[src/rtl/kyber_pkg.sv]
// Shared constants, loader state encoding and helpers for the Kyber coefficient loader.
// Optional KYBER_LOADER_MODRED_EN build uses cond_sub_q in the write path.
package kyber_pkg;

    localparam logic [11:0] KYBER_Q = 12'd3329;
    localparam int unsigned KYBER_N = 256;
    localparam int unsigned COEF_W  = 12;
    localparam int unsigned ADDR_W  = 8;

    typedef enum logic [2:0] {
        IDLE  = 3'd0,
        FILL  = 3'd1,
        LOADP = 3'd2,
        DRAIN = 3'd3,
        FIN   = 3'd4
    } loader_state_e;

    // Core BRAM fill order: INTT input swaps the two low index bits.
    function automatic logic [ADDR_W-1:0] drain_addr(input logic [ADDR_W-1:0] r, input logic inv);
        return inv ? {r[7:2], r[0], r[1]} : r;
    endfunction

    // Single conditional subtraction of q; maps [0,4095] into [0,3328] for 12-bit inputs.
    function automatic logic [COEF_W-1:0] cond_sub_q(input logic [COEF_W-1:0] x);
        return (x >= KYBER_Q) ? COEF_W'(x - KYBER_Q) : x;
    endfunction

    // Load pulse vector ordered {a_f, a_i, b_f, b_i}.
    function automatic logic [3:0] load_sel(input logic sel_b, input logic inv);
        logic [3:0] v;
        v = 4'b0000;
        case ({sel_b, inv})
            2'b00:   v = 4'b1000;
            2'b01:   v = 4'b0100;
            2'b10:   v = 4'b0010;
            default: v = 4'b0001;
        endcase
        return v;
    endfunction

endpackage

[src/rtl/kyber_coef_buf.sv]
// 256x12 simple dual-port coefficient buffer: one write port, one synchronous read port.
// Read data is forced to zero when no read is issued so it can drive the core directly.
module kyber_coef_buf
    import kyber_pkg::*;
(
    input  logic              clk_i,
    input  logic              reset_i,
    input  logic              we_i,
    input  logic [ADDR_W-1:0] waddr_i,
    input  logic [COEF_W-1:0] wdata_i,
    input  logic              re_i,
    input  logic [ADDR_W-1:0] raddr_i,
    output logic [COEF_W-1:0] rdata_o
);

    logic [COEF_W-1:0] mem_q [KYBER_N];
    logic [COEF_W-1:0] rdata_q;

    always_ff @(posedge clk_i) begin
        if (we_i) begin
            mem_q[waddr_i] <= wdata_i;
        end
    end

    always_ff @(posedge clk_i or posedge reset_i) begin
        if (reset_i) begin
            rdata_q <= '0;
        end else if (re_i) begin
            rdata_q <= mem_q[raddr_i];
        end else begin
            rdata_q <= '0;
        end
    end

    assign rdata_o = rdata_q;

endmodule

[src/rtl/kyber_coef_loader.sv]
// Buffers one 256-coefficient polynomial from a valid/ready stream and replays it to the
// KyberHPM1PE core as load pulse + 256 gap-free din words. Option: KYBER_LOADER_MODRED_EN.
module kyber_coef_loader
    import kyber_pkg::*;
#(
    parameter int unsigned PE_NUMBER = 1
) (
    input  logic                          clk,
    input  logic                          reset,
    input  logic                          start,
    input  logic                          sel_b,
    input  logic                          inv,
    input  logic                          s_valid,
    input  logic [COEF_W-1:0]             s_data,
    output logic                          s_ready,
    output logic                          load_a_f,
    output logic                          load_a_i,
    output logic                          load_b_f,
    output logic                          load_b_i,
    output logic [COEF_W*PE_NUMBER-1:0]   din,
    output logic                          busy,
    output logic                          done
);

    localparam int unsigned DIN_W = COEF_W * PE_NUMBER;

    loader_state_e     state_q;
    logic              sel_b_q;
    logic              inv_q;
    logic [ADDR_W-1:0] wcnt_q;
    logic [ADDR_W-1:0] rcnt_q;
    logic              s_ready_q;
    logic [3:0]        load_q;
    logic              busy_q;
    logic              done_q;

    logic              wr_en;
    logic [COEF_W-1:0] wr_data;
    logic              rd_en;
    logic [ADDR_W-1:0] rd_idx;
    logic [ADDR_W-1:0] rd_addr;
    logic [COEF_W-1:0] rd_data;

    assign wr_en = (state_q == FILL) && s_valid && s_ready_q;

`ifdef KYBER_LOADER_MODRED_EN
    assign wr_data = cond_sub_q(s_data);
`else
    assign wr_data = s_data;
`endif

    // Read one word ahead: LOADP fetches word 0, DRAIN cycle r fetches word r+1.
    always_comb begin
        rd_en  = 1'b0;
        rd_idx = '0;
        if (state_q == LOADP) begin
            rd_en = 1'b1;
        end else if ((state_q == DRAIN) && (rcnt_q != 8'd255)) begin
            rd_en  = 1'b1;
            rd_idx = ADDR_W'(rcnt_q + 8'd1);
        end
        rd_addr = drain_addr(rd_idx, inv_q);
    end

    always_ff @(posedge clk or posedge reset) begin
        if (reset) begin
            state_q   <= IDLE;
            sel_b_q   <= 1'b0;
            inv_q     <= 1'b0;
            wcnt_q    <= '0;
            rcnt_q    <= '0;
            s_ready_q <= 1'b0;
            load_q    <= '0;
            busy_q    <= 1'b0;
            done_q    <= 1'b0;
        end else begin
            load_q <= '0;
            done_q <= 1'b0;
            case (state_q)
                IDLE: begin
                    if (start) begin
                        sel_b_q   <= sel_b;
                        inv_q     <= inv;
                        wcnt_q    <= '0;
                        rcnt_q    <= '0;
                        s_ready_q <= 1'b1;
                        busy_q    <= 1'b1;
                        state_q   <= FILL;
                    end
                end
                FILL: begin
                    if (wr_en) begin
                        wcnt_q <= ADDR_W'(wcnt_q + 8'd1);
                        if (wcnt_q == 8'd255) begin
                            s_ready_q <= 1'b0;
                            load_q    <= load_sel(sel_b_q, inv_q);
                            state_q   <= LOADP;
                        end
                    end
                end
                LOADP: begin
                    rcnt_q  <= '0;
                    state_q <= DRAIN;
                end
                DRAIN: begin
                    if (rcnt_q == 8'd255) begin
                        done_q  <= 1'b1;
                        state_q <= FIN;
                    end else begin
                        rcnt_q <= ADDR_W'(rcnt_q + 8'd1);
                    end
                end
                FIN: begin
                    busy_q  <= 1'b0;
                    state_q <= IDLE;
                end
                default: begin
                    s_ready_q <= 1'b0;
                    busy_q    <= 1'b0;
                    state_q   <= IDLE;
                end
            endcase
        end
    end

    kyber_coef_buf u_buf (
        .clk_i   (clk),
        .reset_i (reset),
        .we_i    (wr_en),
        .waddr_i (wcnt_q),
        .wdata_i (wr_data),
        .re_i    (rd_en),
        .raddr_i (rd_addr),
        .rdata_o (rd_data)
    );

    assign s_ready  = s_ready_q;
    assign load_a_f = load_q[3];
    assign load_a_i = load_q[2];
    assign load_b_f = load_q[1];
    assign load_b_i = load_q[0];
    assign din      = DIN_W'(rd_data);
    assign busy     = busy_q;
    assign done     = done_q;

endmodule

[config.mk]
export PLATFORM = sky130hd
export DESIGN_NAME = kyber_coef_loader
export DESIGN_NICKNAME = d
export VERILOG_FILES = /design/src/rtl/kyber_pkg.sv /design/src/rtl/kyber_coef_buf.sv /design/src/rtl/kyber_coef_loader.sv
export SDC_FILE = /design/constraint.sdc
export NUM_CORES = 2
export LEC_CHECK = 0
export CELL_PAD_IN_SITES_DETAIL_PLACEMENT = 0
export CELL_PAD_IN_SITES_GLOBAL_PLACEMENT = 1
export CORE_MARGIN = 5
export CORE_UTILIZATION = 51
export CTS_BUF_LIST = sky130_fd_sc_hd__clkbuf_16
export CTS_CLUSTER_SIZE = 12
export DETAILED_ROUTE_END_ITERATION = 12
export PLACE_DENSITY = 0.83
export SETUP_SLACK_MARGIN = 0.15
export SYNTH_ARGS = -nofsm -noshare
export SYNTH_HDL_FRONTEND = slang
export SYNTH_SLANG_ARGS = --single-unit
[constraint.sdc]
create_clock -name clk -period 3.9 [get_ports clk]
set_input_delay 0.78 -clock clk [delete_from_list [all_inputs] [get_ports clk]]
set_output_delay 0.78 -clock clk [all_outputs]
set_load 0.03 [all_outputs]
======== After elaboration in Yosys (flattened, before gate mapping) ========
Memory sizes are Yosys's and may differ from the RTL's.
Index checks and enable logic that the tools add are counted.
word-level totals
  register bits ........................... 40
  memories kept ........................... 1
  input port bits ......................... 18
  logic and storage cells ................. 73
  memory bits (writable) .................. 3072
memory list
  memory       depth  width  rd ports  clocked after memory_dff  write ports  line                  text
  u_buf.mem_q  256    12     1         0                         1            kyber_coef_buf.sv:16  logic [COEF_W-1:0] mem_q [KYBER_N];
cells by class
  equal/unequal tests ..................... 14
  bitwise logic cells ..................... 2
  reduce and logical (&&, ||, !) cells .... 15
  add/sub/neg operators ................... 2
  multiplexer cells ....................... 29
operators with widths
  operator                                               number
  2-to-1 mux 8 bit                                       5
  case mux 8 bit (3 select lines)                        1
  adder 8 x 1 -> 8 bit, second input constant            2
  equality test 8 bit, second input constant             2
  case mux 8 bit (2 select lines)                        1
  2-to-1 mux 12 bit                                      1
  2-to-1 mux 3 bit                                       4
  2-to-1 mux 4 bit                                       3
  case mux 3 bit (4 select lines)                        1
  case mux 4 bit (3 select lines)                        1
  2-to-1 mux 1 bit                                       9
  inequality test 8 bit, second input constant           1
  AND reduction 4 bit                                    2
  equality test 3 x 2 -> 1 bit, second input constant    2
  inequality test 2 x 1 -> 1 bit, second input constant  3
  AND reduction 3 bit                                    2
  OR reduction 3 bit                                     2
  inequality test 2 bit, second input constant           2
  AND reduction 2 bit                                    2
  equality test 3 x 1 -> 1 bit, second input constant    1
  equality test 3 bit, second input constant             1
  logical AND 1 bit                                      3
  logical NOT 3 bit                                      1
  case mux 1 bit (3 select lines)                        1
  other kinds (8)                                        9

======== Logic depth before layout (Yosys ltp) ========
An unclocked memory read counts as a cell.
  depth after elaboration ................. 7
  gate-level depth with buffers ........... 15

======== Hierarchy ========
A second synthesis with hierarchy kept.
unflattened totals
  cell total of the unflattened synthesis .. 5700
  area, all modules ....................... 121049.8 µm²
modules (own cells, without submodules)
  module             area each (µm²)  seq. area each (µm²)  times used  cells an instance
  kyber_coef_buf     119592.2         92548.8               1           5553
  kyber_coef_loader  1457.6           700.7                 1           147

======== Worst setup path before layout ========
OpenSTA, ideal clock, no wires.
  path kind ............................... flip-flop to flip-flop
  from .................................... reg rcnt_q[1]
  to ...................................... reg u_buf.rdata_q[1] (netlist: u_buf.rdata_o[1])
  path slack .............................. 1.042 ns
  stages on the path, launching flop included .. 12
  data required time ...................... 3.776 ns
  path buffers ............................ 1
  library setup time ...................... 0.124 ns
  data arrival time ....................... 2.734 ns
  path through ............................ dfrtp_1 -> ha_1 -> nand2_1 -> a21oi_4 -> a21boi_2 -> buf_6 -> mux4_2 -> mux2_2 -> nand2_1 -> a32oi_1 -> o211a_1 -> a211o_1
on the way
  longest elaborated chain between the ends .. 7
  elaborated cells between the ends (all ways) .. 10
  classes of those cells .................. add/sub (1); eq/ne (1); mux (6); reduce/logical (1); memory (1)
ends and longest elaborated chain
  what                                                                           line                      text
  start, declared                                                                kyber_coef_loader.sv:31   logic [ADDR_W-1:0] rcnt_q;
  start signal, assigned                                                         kyber_coef_loader.sv:110  rcnt_q <= ADDR_W'(rcnt_q + 8'd1);
  parallel branches: the longest is 6 deep, another holds memory (256 x 12 bit)  --
  2-to-1 mux 12 bit *                                                            kyber_coef_buf.sv:28      end else if (re_i) begin
  end signal, assigned                                                           kyber_coef_buf.sv:29      rdata_q <= mem_q[raddr_i];
  end, declared                                                                  kyber_coef_buf.sv:17      logic [COEF_W-1:0] rdata_q;
Every way passes the cells marked *.
A chain may end at the register's enable or synchronous reset.

======== Worst setup path after layout ========
  from .................................... reg rcnt_q[0]
  to ...................................... reg u_buf.rdata_q[8] (netlist: u_buf.rdata_o[8])
The elaborated chain is that of the path after synthesis.

==> Flow_metrics.wiki <==
{| class="wikitable"
! Metric !! Value
|-
| Tot GR Track Use || 0.271
|-
| Worst supply voltage drop on vdd || 389 uV
|-
| Average instance area after synthesis || 14.4 sq um
|-
| Slowest stage cell, crit path || sky130_fd_sc_hd__dfrtp_1
|-
| Die footprint || 249000 sq um
|-
| Total via count after detailed routing || 77700
|-
| Remaining antenna violation count || 0
|-
| Fin Hold WS || 0.352 ns
|-
| Commonest cells in the netlist || sky130_fd_sc_hd__edfxtp_1 (3072), sky130_fd_sc_hd__nand2_1 (2237), sky130_fd_sc_hd__nand3_1 (725)
|-
| Number of setup violations in the final report || 0
|-
| Starting DRT DRC Count || 12100
|-
| Initial antenna violation count || 9
|-
| Filler Cells Inserted || 17500
|-
| Multi-input logic area || 26000 sq um
|-
| Number of warning messages in the yosys log || 0
|-
| Outcome || completed
|-
| Pwr Density || 477 nW/um^2
|-
| Crit path required time || 4.78 ns
|-
| # placed instances || 11800
|-
| Top cell type by total area after synthesis || sky130_fd_sc_hd__edfxtp_1
|-
| Internal cell power || 53.0 mW
|-
| Relative contribution of the clock network to total power || 0.414
|-
| Number of hold violations in the final report || 0
|-
| Sequential cell area in the final layout || 93200 sq um
|-
| Post-synthesis instance area || 122000 sq um
|-
| Crit path buf inv count || 5
|-
| Synthesized instance count || 8471
|-
| Switching share of power || 0.207
|-
| Worst slew margin || 0.0269
|-
| Number of storage elements in the synthesis netlist || 3112
|-
| Path type of the worst setup path || register to register
|-
| Overall die width || 499 um
|-
| Starting utilization of the core area || 0.512
|-
| Depth of the CTS H-tree || 5
|-
| Count of clock tree sinks || 3112
|-
| Area growth from synthesis to final layout || 14.9%
|-
| Proportion of netlist area held by the largest area contributor || 0.756
|-
| Most common cell in the netlist || sky130_fd_sc_hd__edfxtp_1
|-
| Share of flip-flops with an asynchronous set or reset after synthesis || 0.0129
|-
| Via count of the first global-routing pass || 73600
|-
| CTS Hold Buffers Added || 0
|-
| Type of the worst min-delay path || input port to register
|-
| Type of destination of the critical path || register
|-
| Kind of start point of the critical path || register
|-
| Unrepaired setup endpoints after global routing || true
|-
| Number of I/O port buffers || 36
|-
| Top fanout value on the critical path || 22
|-
| Residual overflow from global routing || 0
|-
| CTS tree || yes
|-
| DRC violation count after routing || 0
|-
| Cell types occupying the most area after synthesis || sky130_fd_sc_hd__edfxtp_1 (76%), sky130_fd_sc_hd__nand2_1 (6.9%), sky130_fd_sc_hd__mux2i_1 (3.4%)
|-
| Core Rows || 179
|-
| Number of placed I/O pins || 37
|-
| Largest delay share family, worst path || buffers and inverters
|-
| Fin. max-slew vios || 0
|-
| Wirelength, routed || 351000 um
|-
| Pre-antenna DRT Iters || 8
|-
| Post-route core utilization || 0.589
|-
| Nets || 8990
|-
| Leakage power total || 45.9 nW
|-
| Final estimated routing congestion in global placement || 0.903
|-
| Clock insertion delay at the later pin of the skew report || 0.97 ns
|-
| Part of the Yosys area used for sequential elements || 0.764
|-
| Cell chain of the critical path || buf_4 > or2_4 > a21oi_4 > a21boi_4 > buf_12 > buf_16 > buf_6 > nand2_1 > a32oi_1 > nand4_1 > nand3_2 > nand4_1 > buf_4 > o211ai_1
|-
| Prevailing post-synth register cell || sky130_fd_sc_hd__edfxtp_1
|-
| Clock-pin slew reported for the worst setup and hold paths after clock tree synthesis || 0.06 ns
|-
| Cell chosen for the clock root || sky130_fd_sc_hd__clkbuf_16
|-
| HPWL after DPL || 205000 um
|-
| Minimum setup slack among reg-to-reg paths || 0.16 ns
|-
| Vias per Instance || 6.31
|-
| Setup clock skew after layout || 0.0806 ns
|-
| Post-Route Setup TNS || 0 ns
|-
| Number of enable flip-flop cells after synthesis || 3072
|-
| Worst path max stage delay || 0.43 ns
|-
| Slew at the pin closest to its max-slew limit || 1.45 ns
|-
| Relative contribution of sequential cells to total power || 0.554
|-
| Die Y || 499 um
|-
| Arrival @ worst endpoint || 4.62 ns
|-
| Final Cycle Share || 0.959
|-
| Average wire per standard cell || 28.5 um
|-
| CTS buffer count || 329
|-
| Net Sw Power || 13.9 mW
|-
| Clock period minus final worst setup slack || 3.74 ns
|-
| Maxcap violations || 0
|-
| Maximum clock path buffer count || 4
|-
| Pin count of the biggest net entering global routing || 130
|-
| Net count after synthesis || 8494
|-
| Number of distinct library cells after synthesis || 73
|-
| Proportion of layout cells with a drive suffix above 1 || 0.124
|-
| Core Box Area || 238000 sq um
|-
| First-pass GRT wire length || 502000 um
|-
| Number of standard cells in the final layout excluding fillers || 12300
|-
| Share of total power in combinational logic || 0.032
|-
| Max Clk Rate || 267 MHz
|}
-- registers in the layout (all words and copies together), names as in the netlist --
register / count
done: 1
wcnt_q: 8
state_q: 3
sel_b_q: 1
u_buf.mem_q: 3072
load_q: 4
s_ready: 1
busy: 1
rcnt_q: 8
inv_q: 1
u_buf.rdata_o: 12
-- logic make-up (layout without fill, tap and decap cells) --
| group | after synthesis | after routing | share of synthesized area |
|---|---|---|---|
| xor+xnor | 9 | 9 | 0.000646 |
| compound gates | 792 | 792 | 0.0501 |
| flops | 3112 | 3112 | 0.764 |
| mux | 431 | 431 | 0.0360 |
| other cells | 0 | 6 | 0 |
| simple gates | 3564 | 3564 | 0.124 |
| fa+ha+maj | 5 | 5 | 0.000513 |
| buf+inv | 558 | 1231 | 0.0243 |
-- cell usage in the layout (no fill, tap or decap), drive strengths merged, types with 29 or more instances in the layout --
cell    count
edfxtp   3072
nand2    2237
nand3     725
buf       666
mux2i     416
a32oi     416
clkbuf    359
nor2      293
nand4     230
a31oi     151
inv       113
a21oi      74
clkinv     62
dfrtp      40
o21ai      35
nor3       29
-- path summary, 6_finish.rpt --
kind | from | endpoint | depth (start not counted)
worst max register to register | rcnt_q[0] | u_buf.rdata_o[8] | 14
min in group asynchronous | reset | load_q[0] | 2
worst min-delay path | s_data[7] | u_buf.mem_q[78][7] | 1
max in group asynchronous | reset | rcnt_q[4] | 2
worst max-delay path | rcnt_q[0] | u_buf.rdata_o[8] | 14
worst min register to register | sel_b_q | load_q[2] | 1
-- metal layers --
layer | vias up | share of wire | track usage
li1 | 33000 | - | -
met1 | 38800 | 0.38 | 0.382
met2 | 5068 | 0.46 | 0.415
met3 | 882 | 0.11 | 0.0514
met4 | 6 | 0.051 | 0.124
met5 | - | 0.00011 | 0
-- timing repair --
item                       CTS  global route
setup endpoints to repair    9            12
gates resized for setup      5            39
cloned                       0            17
pin swaps                    2             7
setup buffers                3            19
-- cell type report --
cell class | instances | area share
Clock inverter | 175 | 0.00644
Tap cell | 3167 | 0.0283
Inverter | 7 | 0.000187
Timing Repair Buffer | 716 | 0.0546
Sequential cell | 3112 | 0.665
Multi-Input combinational cell | 4801 | 0.185
Antenna cell | 6 | 0.000107
Clock buffer | 333 | 0.0595
-- power by group through the flow --
stage | Combinational, mW | Clock [mW] | Sequential [mW]
CTS | 2.05 | 27.9 | 37.0
detailed placement | 2.05 | 0 | 37.7
finish | 2.13 | 27.7 | 37.0
global placement | 1.99 | 0 | 37.7
floorplan | 0.636 | 0 | 37.7
global route | 2.18 | 29.3 | 37.0
-- per-stage QoR --
stage	setup slack [ns]	total power [mW]	cell area, sq um
after global routing	0.0823	68.5	140000
after CTS	0.0423	67.0	139000
final	0.159	66.8	140000
after global placement	-0.400	39.7	130000
after floorplan	1.04	38.3	122000
after detailed placement	-0.0830	39.8	130000
No activity file was read; power rests on OpenSTA's default activity.
